==> src/rtl/even_count_monitor_if.sv <==
// Signal bundle between an even up/down counter and its monitor.
// The master side drives the counter taps and controls; the slave side is the monitor.
interface even_count_monitor_if;
    logic       A;
    logic       B;
    logic       C;
    logic       D;
    logic       Y;
    logic       en;
    logic       err_clr;
    logic [3:0] count;
    logic       err;
    logic       err_sticky;
    logic [7:0] err_cnt;
    logic       wrap;
    logic [7:0] wrap_cnt;
    logic [1:0] state;

    modport master (
        output A, B, C, D, Y, en, err_clr,
        input  count, err, err_sticky, err_cnt, wrap, wrap_cnt, state
    );

    modport slave (
        input  A, B, C, D, Y, en, err_clr,
        output count, err, err_sticky, err_cnt, wrap, wrap_cnt, state
    );
endinterface

==> src/rtl/even_count_monitor.sv <==
// Checks that an even up/down counter steps by +/-2 each cycle and keeps error/wrap statistics.
// Optional macro MON_WRAP_CNT_EN enables the wrap pulse and wrap counter; otherwise both read 0.
module even_count_monitor (
    input logic                  clock,
    input logic                  reset,
    even_count_monitor_if.slave  bus
);
    localparam logic [1:0] SYNC  = 2'b00;
    localparam logic [1:0] TRACK = 2'b01;
    localparam logic [1:0] FAULT = 2'b10;

    logic [1:0] state_q, state_d;
    logic [3:0] prev, sample, exp_val, count_q;
    logic       yprev;
    logic [1:0] miss, miss_base, miss_d;
    logic       illegal, match, load, err_ev;
    logic       err_q, sticky_q, sticky_d;
    logic [7:0] err_cnt_q, err_cnt_base, err_cnt_d;

    always_comb begin
        sample  = {bus.A, bus.B, bus.C, bus.D};
        illegal = bus.D;
        exp_val = yprev ? prev + 4'd2 : prev - 4'd2;
        // a resync onto an odd value makes exp odd too, so legality is checked separately
        match     = !illegal && (sample == exp_val);
        miss_base = bus.err_clr ? 2'd0 : miss;

        state_d = state_q;
        miss_d  = miss_base;
        load    = 1'b0;
        err_ev  = 1'b0;

        if (!bus.en) begin
            state_d = SYNC;
            miss_d  = 2'd0;
        end else begin
            case (state_q)
                SYNC: begin
                    if (illegal) begin
                        err_ev = 1'b1;
                    end else begin
                        load    = 1'b1;
                        state_d = TRACK;
                    end
                end
                TRACK: begin
                    load = 1'b1;
                    if (match) begin
                        miss_d = 2'd0;
                    end else begin
                        err_ev = 1'b1;
                        miss_d = miss_base + 2'd1;
                        if (miss_d == 2'd3)
                            state_d = FAULT;
                    end
                end
                FAULT: begin
                    if (bus.err_clr)
                        state_d = SYNC;
                end
                default: state_d = SYNC;
            endcase
        end

        // clear first, then apply a same-edge event on top of the cleared value
        err_cnt_base = bus.err_clr ? 8'd0 : err_cnt_q;
        err_cnt_d    = (err_ev && err_cnt_base != 8'hFF) ? err_cnt_base + 8'd1 : err_cnt_base;
        sticky_d     = err_ev | (sticky_q & ~bus.err_clr);
    end

    always_ff @(posedge clock) begin
        if (reset) begin
            state_q   <= SYNC;
            prev      <= 4'd0;
            yprev     <= 1'b0;
            miss      <= 2'd0;
            count_q   <= 4'd0;
            err_q     <= 1'b0;
            sticky_q  <= 1'b0;
            err_cnt_q <= 8'd0;
        end else begin
            state_q   <= state_d;
            miss      <= miss_d;
            count_q   <= sample;
            err_q     <= err_ev;
            sticky_q  <= sticky_d;
            err_cnt_q <= err_cnt_d;
            if (load) begin
                prev  <= sample;
                yprev <= bus.Y;
            end
        end
    end

`ifdef MON_WRAP_CNT_EN
    logic       wrap_step, wrap_ev, wrap_q;
    logic [7:0] wrap_cnt_q, wrap_cnt_base, wrap_cnt_d;

    always_comb begin
        wrap_step = (yprev  && prev == 4'd14 && sample == 4'd0) ||
                    (!yprev && prev == 4'd0  && sample == 4'd14);
        // only a step that matched the expected value counts as a wrap
        wrap_ev       = bus.en && (state_q == TRACK) && match && wrap_step;
        wrap_cnt_base = bus.err_clr ? 8'd0 : wrap_cnt_q;
        wrap_cnt_d    = (wrap_ev && wrap_cnt_base != 8'hFF) ? wrap_cnt_base + 8'd1 : wrap_cnt_base;
    end

    always_ff @(posedge clock) begin
        if (reset) begin
            wrap_q     <= 1'b0;
            wrap_cnt_q <= 8'd0;
        end else begin
            wrap_q     <= wrap_ev;
            wrap_cnt_q <= wrap_cnt_d;
        end
    end

    assign bus.wrap     = wrap_q;
    assign bus.wrap_cnt = wrap_cnt_q;
`else
    assign bus.wrap     = 1'b0;
    assign bus.wrap_cnt = 8'd0;
`endif

    assign bus.count      = count_q;
    assign bus.err        = err_q;
    assign bus.err_sticky = sticky_q;
    assign bus.err_cnt    = err_cnt_q;
    assign bus.state      = state_q;
endmodule

==> src/flat_wrapper.sv <==
// flat-port wrapper written by rule: the top's interface ports become plain ports
module even_count_monitor_flat 
  (clock, reset, bus_A, bus_B, bus_C, bus_D, bus_Y, bus_en, bus_err_clr, bus_count, bus_err, bus_err_sticky, bus_err_cnt, bus_wrap, bus_wrap_cnt, bus_state);
  even_count_monitor_if bus_i ();
  input logic clock;
  input logic reset;
  input wire logic [$bits(bus_i.A)-1:0] bus_A;
  input wire logic [$bits(bus_i.B)-1:0] bus_B;
  input wire logic [$bits(bus_i.C)-1:0] bus_C;
  input wire logic [$bits(bus_i.D)-1:0] bus_D;
  input wire logic [$bits(bus_i.Y)-1:0] bus_Y;
  input wire logic [$bits(bus_i.en)-1:0] bus_en;
  input wire logic [$bits(bus_i.err_clr)-1:0] bus_err_clr;
  output wire logic [$bits(bus_i.count)-1:0] bus_count;
  output wire logic [$bits(bus_i.err)-1:0] bus_err;
  output wire logic [$bits(bus_i.err_sticky)-1:0] bus_err_sticky;
  output wire logic [$bits(bus_i.err_cnt)-1:0] bus_err_cnt;
  output wire logic [$bits(bus_i.wrap)-1:0] bus_wrap;
  output wire logic [$bits(bus_i.wrap_cnt)-1:0] bus_wrap_cnt;
  output wire logic [$bits(bus_i.state)-1:0] bus_state;
  assign bus_i.A = bus_A;
  assign bus_i.B = bus_B;
  assign bus_i.C = bus_C;
  assign bus_i.D = bus_D;
  assign bus_i.Y = bus_Y;
  assign bus_i.en = bus_en;
  assign bus_i.err_clr = bus_err_clr;
  assign bus_count = bus_i.count;
  assign bus_err = bus_i.err;
  assign bus_err_sticky = bus_i.err_sticky;
  assign bus_err_cnt = bus_i.err_cnt;
  assign bus_wrap = bus_i.wrap;
  assign bus_wrap_cnt = bus_i.wrap_cnt;
  assign bus_state = bus_i.state;
  even_count_monitor u_core (.clock(clock), .reset(reset), .bus(bus_i));
endmodule
==> config.mk <==
export PLATFORM = sky130hd
export DESIGN_NAME = even_count_monitor_flat
export DESIGN_NICKNAME = d
export VERILOG_FILES = /design/src/rtl/even_count_monitor_if.sv /design/src/rtl/even_count_monitor.sv /design/src/flat_wrapper.sv
export SDC_FILE = /design/constraint.sdc
export NUM_CORES = 1
export LEC_CHECK = 0
export BUFFER_PORTS_ARGS = -buffer_cell sky130_fd_sc_hd__buf_2
export CAP_MARGIN = 0
export CORE_ASPECT_RATIO = 0.5
export CORE_MARGIN = 2
export CORE_UTILIZATION = 25
export CTS_BUF_LIST = sky130_fd_sc_hd__clkbuf_4 sky130_fd_sc_hd__clkbuf_8 sky130_fd_sc_hd__clkbuf_16
export DETAILED_ROUTE_END_ITERATION = 8
export PLACE_DENSITY = 0.49
export SLEW_MARGIN = 20
export SYNTH_ARGS = -nofsm -noshare
export SYNTH_HDL_FRONTEND = slang
export SYNTH_SLANG_ARGS = --single-unit
==> constraint.sdc <==
create_clock -name clock -period 5.6 [get_ports clock]
set_clock_uncertainty 0.1 [all_clocks]
set_input_delay 0.84 -clock clock [delete_from_list [all_inputs] [get_ports clock]]
set_output_delay 0.84 -clock clock [all_outputs]
set_load 0.01 [all_outputs]
* Word-level counts from Yosys, hierarchy flattened
Index checks and enable logic that the tools add are counted.
** Cells by class
- $add $sub $neg :: 4
- Eq/ne operators :: 9
- Muxes and demuxes :: 18
- Bitwise gates (word level) :: 4
- Reduce and logical (&&, ||, !) cells :: 6
** Operators with widths (number)
- 2-to-1 mux 8 bit :: 2
- 2-to-1 mux 2 bit :: 7
- adder 8 x 1 -> 8 bit, second input constant :: 1
- inequality test 8 bit, second input constant :: 1
- inequality test 2 bit, second input constant :: 3
- one-hot mux 2 bit (3 select lines) :: 1
- 2-to-1 mux 1 bit :: 5
- adder 4 x 2 -> 4 bit, second input constant :: 1
- equality test 2 bit, second input constant :: 2
- equality test 4 bit :: 1
- 2-to-1 mux 4 bit :: 1
- one-hot mux 1 bit (2 select lines) :: 2
- AND reduction 4 bit :: 1
- subtractor 4 x 2 -> 4 bit, second input constant :: 1
- adder 2 x 1 -> 2 bit, second input constant :: 1
- equality test 2 x 1 -> 1 bit, second input constant :: 1
- logical AND 1 bit :: 2
- zero test 2 bit :: 1
- inequality test 2 x 1 -> 1 bit, second input constant :: 1
- NOT 1 bit :: 2
- OR reduction 2 bit :: 1
- bitwise AND 1 bit :: 1
- zero test 1 bit :: 1
- bitwise OR 1 bit :: 1
** Word-level totals
- Register bits :: 23
- Input bits :: 9
- Output and inout port bits :: 25
- Logic and storage cells :: 49

* Depth between registers and ports, before layout
- Word-level depth :: 9
- Gate-level depth with buffers :: 8
- Depth with buffers taken out :: 7

* Least setup slack after synthesis
Ideal clock, no wire load.
- Path type :: input to register
- Start :: in bus_err_clr
- End :: reg u_core.err_cnt_q[2], in the netlist u_core.bus.err_cnt[2]
- Library setup time :: 0.121 ns
- Arrival time :: 2.216 ns
- Required time :: 5.379 ns
- Setup slack :: 3.163 ns
- Cell stages on the path :: 8
- Path buffers :: 1
- Cell sequence :: nor2b_1 > ha_1 > and4b_1 > nand4_1 > and2_1 > buf_1 > nand3_1 > mux2_2
** Between the ends
- Word-level cells in the longest chain between the ends :: 4
- Elaborated cells on any way between the ends :: 5
- Those cells by class :: add/sub: 1; eq/ne: 1; mux: 2; reduce/logical: 1
** RTL lines
- start, declared :: line flat_wrapper.sv:13 : input wire logic [$bits(bus_i.err_clr)-1:0] bus_err_clr;
- 2-to-1 mux 8 bit * :: line even_count_monitor.sv:66 : err_cnt_base = bus.err_clr ? 8'd0 : err_cnt_q;
- branches (longest 2 deep; another with adder 8 x 1 -> 8 bit)
- 2-to-1 mux 8 bit * :: line even_count_monitor.sv:67 : err_cnt_d = (err_ev && err_cnt_base != 8'hFF) ? err_cnt_base + 8'd1 : err_cnt_base;
- end signal, assigned :: line even_count_monitor.sv:87 : err_cnt_q <= err_cnt_d;
- end, declared :: line even_count_monitor.sv:18 : logic [7:0] err_cnt_q, err_cnt_base, err_cnt_d;
Every way passes the cells marked *.
A chain may end at the register's enable or synchronous reset.

* Worst setup path in the final report
- Start :: reg u_core.yprev
- End :: reg u_core.err_cnt_q[2], in the netlist u_core.bus.err_cnt[2]
** Between the ends
- Word-level cells in the longest chain between the ends :: 8
** RTL lines
- start, declared :: line even_count_monitor.sv:14 : logic yprev;
- start signal, assigned :: line even_count_monitor.sv:90 : yprev <= bus.Y;
- 2-to-1 mux 4 bit :: line even_count_monitor.sv:23 : exp_val = yprev ? prev + 4'd2 : prev - 4'd2;
- equality test 4 bit :: line even_count_monitor.sv:25 : match = !illegal && (sample == exp_val);
- logical AND 1 bit :: line even_count_monitor.sv:25
- 2-to-1 mux 1 bit :: line even_count_monitor.sv:48 : if (match) begin
- one-hot mux 1 bit (2 select lines) :: line even_count_monitor.sv:37 : case (state_q)
- 2-to-1 mux 1 bit :: line even_count_monitor.sv:33 : if (!bus.en) begin
- logical AND 1 bit :: line even_count_monitor.sv:67
- 2-to-1 mux 8 bit :: line even_count_monitor.sv:67
Every way passes these cells.

==> summary.md <==
| Metric | Value |
|---|---|
| Mean Syn Cell Area | 9.00 um^2 |
| DRC viols | 0 |
| Setup TNS | 0 ns |
| Crit end category | register |
| Drt wl/cell | 11.3 um |
| H-tree levels | 1 |
| Die area | 5200 um^2 |
| Post-CTS Resized | 0 |
| Share of layout cells above drive strength 1 | 22.4% |
| Post-synthesis compound-gate area fraction | 10.9% |
| Placement Cell Area | 1290 um^2 |
| VDD IR max | 0.0797 mV |
| Area leader, netlist | dfxtp_1 |
| Simple-Gate Fraction of Synth Area | 25.2% |
| Violation count after the first detailed-route iteration | 63 |
| PortBufs | 24 |
| Worst min path class | reg2reg |
| Initial antenna violation count | 0 |
| Global route overflow | 0 |
| Worst-Skew Late Latency | 0.26 ns |
| Slew @ Worst Pin | 0.988 ns |
| Vias per inst | 4.56 |
| Ports | 34 |
| Final min period | 2.63 ns |
| Pleak | 0.590 nW |
| Die width | 100 um |
| Reg clk slew, reported paths | 0.08 ns |
| Setup bufs post-CTS | 0 |
| XOR/XNOR share of the synthesized area | 3.80% |
| DR vias | 952 |
| Critical Path Fanout Max | 6 |
| Clock sink count | 23 |
| Total power | 0.323 mW |
| Ys Warns | 0 |
| Final std cells w/o fill | 209 |
| GP Congestion | 0.826 |
| Top cells by area, synth | dfxtp_1 (40%), buf_4 (5.9%), nor2b_1 (5.4%), mux2i_1 (5.2%), nand3_1 (3.9%) |
| CP Class | reg2reg |
| Hold wc startpoint | u_core.miss[0] |
| DP HPWL | 1.82 mm |
| CP top delay family | simple AND/OR/NAND/NOR gates |
| RR Endpoint | u_core.bus.err_cnt[2] |
| # rows | 17 |
| Max-Cap Viols | 0 |
| CP max-delay cell | nor4_1 |
| Outcome | completed |
| Setup-failing EPs final | 0 |
| DP Worst Slack | 2.90 ns |
| PwrDens | 240 nW/um^2 |
| Cell count after placement | 205 |
| Fillers | 477 |
| Height of the die | 52.0 um |
| Min Hold Slack | 0.391 ns |
| Adder-Cell Fraction of Synth Area | 3.91% |
| Register area share after synthesis | 40.0% |
| Commonest non-fill, non-tap cell in the layout | buf_2 |
| R2R Setup Slk | 2.97 ns |
| Worst Hold Depth | 2 |
| DRT Wirelength | 2.36 mm |
| Antenna Diode Count | 0 |
| Hold_buf cts | 0 |
| WP buf/inv | 1 |
| Register area | 460 um^2 |
| Vias in the first global route | 867 |
| Worst R2R Path Depth | 7 |
| Post-synthesis mux area share | 8.14% |
| Commonest non-fill, non-tap cells in the layout | buf_2 (24), dfxtp_1 (23), nor2_1 (12) |
| RSZ-0062 raised after global routing | no |
| Yosys top cell area share | 40.0% |
| Post-Syn Instances | 128 |
| CTS Buf Count | 3 |
| FF-to-FF Start | u_core.yprev |
| Largest family of logic cells by synthesized area | simple AND/OR/NAND/NOR gates |
| Setup crit start kind | register |
| Core Region | 4420 um^2 |
| Final setup margin | 2.97 ns |
| Area of the multi-input gates | 632 um^2 |
| Crit-path cells | inv_1, fa_1, xor2_1, nor4_1, a311oi_1, nand3_1, mux2_2 |
| First-pass GRT wire length | 4.00 mm |
| Hold Fails Final Rpt | 0 |
| Final Util | 30.4% |
| CTS tree | done |
| Tcrit/Tclk final | 46.9% |
| CTS root buf | clkbuf_8 |
| Synth Register Bits | 23 |
| Largest net degree at the start of global routing | 19 |
| Routed Antenna Nets | 0 |
| Design Area, Final | 1340 um^2 |
| Clock Path Buffers | 2 |
| Slew Viols, Final | 0 |
| Yosys cell types | 38 |
| Area Overhead vs Synth | 16.6% |
| Nets | 165 |
| Global Route Usage Sum | 9.84% |
| Effective utilization at floorplan | 26.0% |
| Max frequency | 381 MHz |
| Req. time, crit path | 5.66 ns |
| CP peak stage delay | 0.50 ns |
| Slew margin rel. | 34.0% |
| CP arrival | 2.69 ns |
| WHS Endpoint | u_core.miss[0] |
| Synth Cell Area | 1150 um^2 |
| DR pass1 iterations | 4 |
## worst min-delay path: stages, from the launching register on
cell and delay [ns]:
dfxtp_1 0.32, nand3_1 0.07, a21oi_1 0.06
## Yosys cell counts
| cell | number |
|---|---|
| a2111oi_0 | 1 |
| conb_1 | 1 |
| mux2i_1 | 6 |
| and3_1 | 4 |
| and3b_1 | 1 |
| ha_1 | 2 |
| a21o_1 | 1 |
| nand3_1 | 9 |
| nor4_1 | 1 |
| nor3b_1 | 2 |
| a22oi_1 | 1 |
| or3_2 | 1 |
| and2_1 | 1 |
| clkinv_1 | 1 |
| a311o_1 | 1 |
| a21boi_0 | 1 |
| nor2b_1 | 10 |
| mux2_2 | 3 |
| nand2_1 | 4 |
| inv_1 | 2 |
| nor3_1 | 1 |
| nand4_1 | 3 |
| dfxtp_1 | 23 |
| o21ai_0 | 2 |
| and4b_1 | 1 |
| buf_1 | 2 |
| xor2_1 | 2 |
| nand2b_1 | 2 |
| o31ai_1 | 1 |
| clkbuf_1 | 1 |
| fa_1 | 1 |
| a31o_2 | 2 |
| a21oi_1 | 8 |
| buf_4 | 9 |
| a311oi_1 | 1 |
| or4_1 | 1 |
| nor2_1 | 12 |
| xnor2_1 | 3 |
## per-layer routing
layer	share of wire, %	global-route usage [%]
met5	0	0
met4	1.0	2.74
met3	4.7	3.23
met2	46	16.2
met1	48	12.5
## where the power goes
part	internal (mW)	switching, mW	total, mW	leakage [nW]
clock network	0.0557	0.0542	0.110	0.0262
registers	0.169	0.00330	0.172	0.188
logic	0.0158	0.0251	0.0409	0.376
total	0.240	0.0827	0.323	0.590
## cells by family after synthesis
logic type	after synthesis
simple gates	53
compound gates	19
other cells	1
flops	23
buf+inv	15
xor+xnor	5
mux	9
fa+ha+maj	3
## sequential cells by signal, indices dropped and copies added (netlist names)
signal,cells
u_core.yprev,1
u_core.bus.err,1
u_core.bus.count,4
u_core.bus.err_cnt,8
u_core.bus.state,2
u_core.bus.err_sticky,1
u_core.prev,4
u_core.miss,2
## layout make-up
class                   instances  share of cell area, %
clock buffers                   4                   3.63
inverters                       3                  0.838
multi-input cells              98                   47.0
flip-flops and latches         23                   34.3
well taps                      57                   5.31
repair buffers                 24                   8.94
## worst max-delay path by stage
stage,start,to,slack [ns],cells past startpoint
detailed placement,bus_err_clr,u_core.bus.err_cnt[4],2.90,8
global placement,bus_err_clr,u_core.bus.err_cnt[4],2.90,8
CTS,u_core.yprev,u_core.bus.err_cnt[2],2.97,7
floorplan,bus_err_clr,u_core.bus.err_cnt[2],3.16,8
global route,u_core.yprev,u_core.bus.err_cnt[2],2.75,7
finish,u_core.yprev,u_core.bus.err_cnt[2],2.97,7
Power figures use the tool's default switching activity.
